$ cat config.mk
export PLATFORM = sky130hd
export DESIGN_NAME = divide_n
export DESIGN_NICKNAME = d
export VERILOG_FILES = /design/src/rtl/divide_n.sv
export SDC_FILE = /design/constraint.sdc
export NUM_CORES = 1
export LEC_CHECK = 0
export CORE_ASPECT_RATIO = 0.7
export CORE_MARGIN = 4
export CORE_UTILIZATION = 39
export CTS_CLUSTER_DIAMETER = 120
export DETAILED_ROUTE_END_ITERATION = 12
export MAX_ROUTING_LAYER = met4
export PLACE_DENSITY_LB_ADDON = 0.15
export SYNTH_ARGS = -nofsm -noshare
export SYNTH_HDL_FRONTEND = slang
export SYNTH_SLANG_ARGS = --single-unit
$ cat constraint.sdc
create_clock -name clk -period 2.15 [get_ports clk]
set_input_delay 0.43 -clock clk [delete_from_list [all_inputs] [get_ports clk]]
set_output_delay 0.43 -clock clk [all_outputs]
set_load 0.02 [all_outputs]
$ cat src/rtl/divide_n.sv
// Sequential unsigned restoring divider: one quotient bit per clock, MSB first.
// Define DIVIDE_N_DIVZERO_EN to short-circuit divide-by-zero and flag it on div_zero.
module divide_n #(
    parameter int WIDTH  = 14,
    parameter int DWIDTH = 4
) (
    input  logic              clk,
    input  logic              rst,
    input  logic              start,
    input  logic [WIDTH-1:0]  value,
    input  logic [DWIDTH-1:0] divisor,
    output logic [WIDTH-1:0]  quotient,
    output logic [DWIDTH-1:0] remainder,
    output logic              ready,
    output logic              busy,
    output logic              div_zero
);

    localparam int CW = $clog2(WIDTH + 1);

    typedef enum logic [1:0] {IDLE, RUN, DONE} state_t;

    state_t            state;
    logic [WIDTH-1:0]  dvd;      // dividend bits shift out, quotient bits shift in
    logic [DWIDTH-1:0] dsr;
    logic [DWIDTH:0]   prem;
    logic [CW-1:0]     cnt;

    logic [DWIDTH+1:0] trial;
    logic              qbit;
    logic [DWIDTH:0]   prem_nxt;
    logic [WIDTH-1:0]  dvd_nxt;

    // Partial remainder stays below the divisor, so DWIDTH+1 bits never overflow;
    // with a zero divisor it simply keeps the low bits of the dividend.
    always_comb begin
        trial    = {prem, dvd[WIDTH-1]};
        qbit     = (trial >= {2'b00, dsr});
        prem_nxt = (DWIDTH+1)'(qbit ? (trial - {2'b00, dsr}) : trial);
        dvd_nxt  = {dvd[WIDTH-2:0], qbit};
    end

`ifndef DIVIDE_N_DIVZERO_EN
    assign div_zero = 1'b0;
`endif

    always_ff @(posedge clk or negedge rst) begin
        if (!rst) begin
            state     <= IDLE;
            dvd       <= '0;
            dsr       <= '0;
            prem      <= '0;
            cnt       <= '0;
            quotient  <= '0;
            remainder <= '0;
            ready     <= 1'b0;
            busy      <= 1'b0;
`ifdef DIVIDE_N_DIVZERO_EN
            div_zero  <= 1'b0;
`endif
        end else begin
            case (state)
                IDLE, DONE: begin
                    if (start) begin
                        dvd   <= value;
                        dsr   <= divisor;
                        prem  <= '0;
                        cnt   <= CW'(WIDTH);
                        ready <= 1'b0;
                        state <= RUN;
                        busy  <= 1'b1;
`ifdef DIVIDE_N_DIVZERO_EN
                        if (divisor == '0) begin
                            cnt       <= '0;
                            state     <= DONE;
                            busy      <= 1'b0;
                            ready     <= 1'b1;
                            quotient  <= '1;
                            remainder <= value[DWIDTH-1:0];
                            div_zero  <= 1'b1;
                        end
`endif
                    end
                end
                RUN: begin
                    dvd  <= dvd_nxt;
                    prem <= prem_nxt;
                    cnt  <= cnt - CW'(1);
                    if (cnt == CW'(1)) begin
                        state     <= DONE;
                        busy      <= 1'b0;
                        ready     <= 1'b1;
                        quotient  <= dvd_nxt;
                        remainder <= prem_nxt[DWIDTH-1:0];
`ifdef DIVIDE_N_DIVZERO_EN
                        div_zero  <= 1'b0;
`endif
                    end
                end
                default: begin
                    state <= IDLE;
                    busy  <= 1'b0;
                    ready <= 1'b0;
                end
            endcase
        end
    end

endmodule

==> metrics <==
result of the run=completed; worst setup path class=register to register; Final HPWL DP=3580 um; Skew-Pair Late Insertion Delay=300 ps; core area=5370 sq um; # nets final=305; area share of the largest cell type after synthesis=54.1%; Iteration-0 DRC Markers=109; first-pass GRT wire length=8950 um; sequential share of the synthesized area=54.1%; die area=6980 sq um; EDFF count, synth=0; asr flop ratio synth=100%; CTS sink count=48; CP arrival=2190 ps; CP max-delay cell=dfrtp_1; initial antenna violation count=0; cts bufs inserted=5; Root Buffer=clkbuf_8; WL per Instance=14.5 um; routed vias/inst=4.99; fin crit period=1960 ps; largest net degree at the start of global routing=27; maximum vdd drop=0.533 mV; Synth Area in Compound Gates=13.3%; Max Slew Vio Count=0; HP Class=primary input to asynchronous set/reset pin; DRC=0; Port Buf Inserts=40; post-synth cell types=37; RSZ-0062 raised after global routing=no; area share of fa/ha/maj cells after synthesis=4.28%; Syn Inst Count=236; critical path launch point type=register; PwrDens=1580 nW/um^2; Top FF cell, synth=dfrtp_1; Die Height=71.1 um; CP required=2380 ps; synthesized area per cell=9.41 sq um; total track usage=16.6%; post-synthesis mux area share=0%; fmax=511 MHz; Synth Net Count=264; worst-path cell chain=inv_1 > ha_1 > inv_1 > fa_1 > nand3_1 > nand2_1 > or3_1 > a21oi_1; final core occ=52.7%; CP peak stage delay=400 ps; Worst Setup End Kind=register; Least-Margin Pin Slew=530 ps; crit-path leading delay family=simple AND/OR/NAND/NOR gates; Ant. Diodes=0; vias in the first global route=1778; clock tree buffer depth=2; Initial Util=41.4%; CTS tree=built; CP Buf/Inv Count=2; Yosys Warn Count=0; post-synthesis simple-gate area fraction=22.5%; post-route clock period utilization=91.1%; gpl congestion=0.857; Post-CTS Setup Inserts=0; IO Count=42; grt total ovfl=0; Die Span X=98.2 um; top post-synthesis cells by area=dfrtp_1, nand2_1, a22oi_1; CP Max Fanout=7; Hold Fails Final Rpt=0; post-route ant nets=0; Max-cap violations=0; Final setup viols=0; Leakage Power=1.30 nW; synthesized flop and latch total=48; Reg clk slew, reported paths=90 ps; FP Rows=22; Fin Setup TNS=0 ps; largest family of logic cells by synthesized area=simple AND/OR/NAND/NOR gates; CP most frequent cell=inv_1; htree depth=2; final wirelength=5070 um; FILL cells=523; xor/xnor share of the synthesized area=0.395%; P&R area growth vs syn=27.3%; relative slew slack=64.6%; Mapped Area=2220 sq um; Layout Skew=5.67 ps; first drt pass iteration count=4; total number of vias=1746; layout cell share with drive strength beyond 1=8.63%; Synth area leader=dfrtp_1
-- area by class of cell --
| class | instances | area, sq um | share of cell area [%] |
|---|---|---|---|
| multi-input cells | 166 | 911 | 32.2 |
| inverters | 8 | 30.0 | 1.06 |
| clock buffers | 7 | 96.3 | 3.41 |
| flip-flops and latches | 48 | 1200 | 42.5 |
| repair buffers | 48 | 468 | 16.6 |
| well taps | 72 | 90.1 | 3.19 |
| clock inverters | 1 | 30.0 | 1.06 |
-- synthesized netlist by cell type (all sizes together), types with 2 or more instances --
library cell / count
nand4: 7
nand2b: 3
a22oi: 14
a31oi: 2
inv: 8
o211ai: 2
o21ai: 9
a21oi: 5
dfrtp: 48
or3: 2
nand2: 83
ha: 6
nor2b: 2
o2111ai: 2
buf: 14
nand3: 5
o31ai: 2
a211oi: 2
nor2: 4
nor3: 3
and2: 3
-- repair_timing --
action	CTS	global route
resized for setup	0	1
setup endpoints to repair	0	2
hold buffers	0	0
-- cell families after synthesis --
group / count (synthesis)
simple gates: 114
flops: 48
compound gates: 43
buf+inv: 22
fa+ha+maj: 7
xor+xnor: 1
other cells: 1
-- placed cells by master, fill, tap and decap left out, drive strengths merged, types with 4 or more instances in the layout --
cell           count
nand2             83
dfrtp             48
clkdlybuf4s50     39
a22oi             14
o21ai              9
buf                9
inv                8
nand4              7
clkbuf             7
ha                 6
nand3              5
a21oi              5
nor2               4
-- metal layers --
layer	vias up	track usage, %	part of all wire [%]
met5	-	-	0
met4	0	5.45	0.61
met3	2	4.73	5.5
met2	43	20.6	40
met1	814	25.4	54
li1	887	-	-
-- metrics by stage --
stage          worst slack (ps)  hold slack, ps  instance area, sq um  std cells  total power [mW]
4_1_cts                     211             114                  2820        350              4.50
5_1_grt                    30.7             134                  2830        350              4.89
3_3_place_gp                284             446                  2700        342              3.73
6_report                    192             101                  2830        350              4.47
2_1_floorplan               398             134                  2220        236              3.08
3_5_place_dp                216             446                  2700        342              3.77
-- path summary, 6_finish.rpt --
| kind | start | to | slack, ps | cells after the start |
|---|---|---|---|---|
| worst max-delay path | dvd[13] | prem[4] | 190 | 8 |
| worst max register to register | dvd[13] | prem[4] | 190 | 8 |
| min in group clk | quotient[11] | quotient[11] | 480 | 2 |
| max in group asynchronous | rst | quotient[11] | 1530 | 2 |
| worst min register to register | quotient[11] | quotient[11] | 480 | 2 |
| worst min-delay path | rst | quotient[0] | 100 | 1 |
-- flip-flops by register name, summed over array words and instances (netlist names) --
| register | cells |
|---|---|
| busy | 1 |
| ready | 1 |
| remainder | 4 |
| cnt | 4 |
| prem | 5 |
| dsr | 4 |
| dvd | 14 |
| state | 1 |
| quotient | 14 |
-- worst reg2reg max path, stage by stage, from the launching register on --
cell and delay, ps:
dfrtp_1 400, inv_1 80, ha_1 170, inv_1 60, fa_1 400, nand3_1 100, nand2_1 170, or3_1 390
a21oi_1 130
-- report_power, final --
| part | switching (mW) | internal [mW] | leakage [nW] | total (mW) |
|---|---|---|---|---|
| clock network | 0.297 | 0.410 | 0.0645 | 0.708 |
| logic | 1.23 | 0.914 | 0.646 | 2.14 |
| registers | 0.288 | 1.33 | 0.588 | 1.62 |
(Power assumes the default switching activity.)
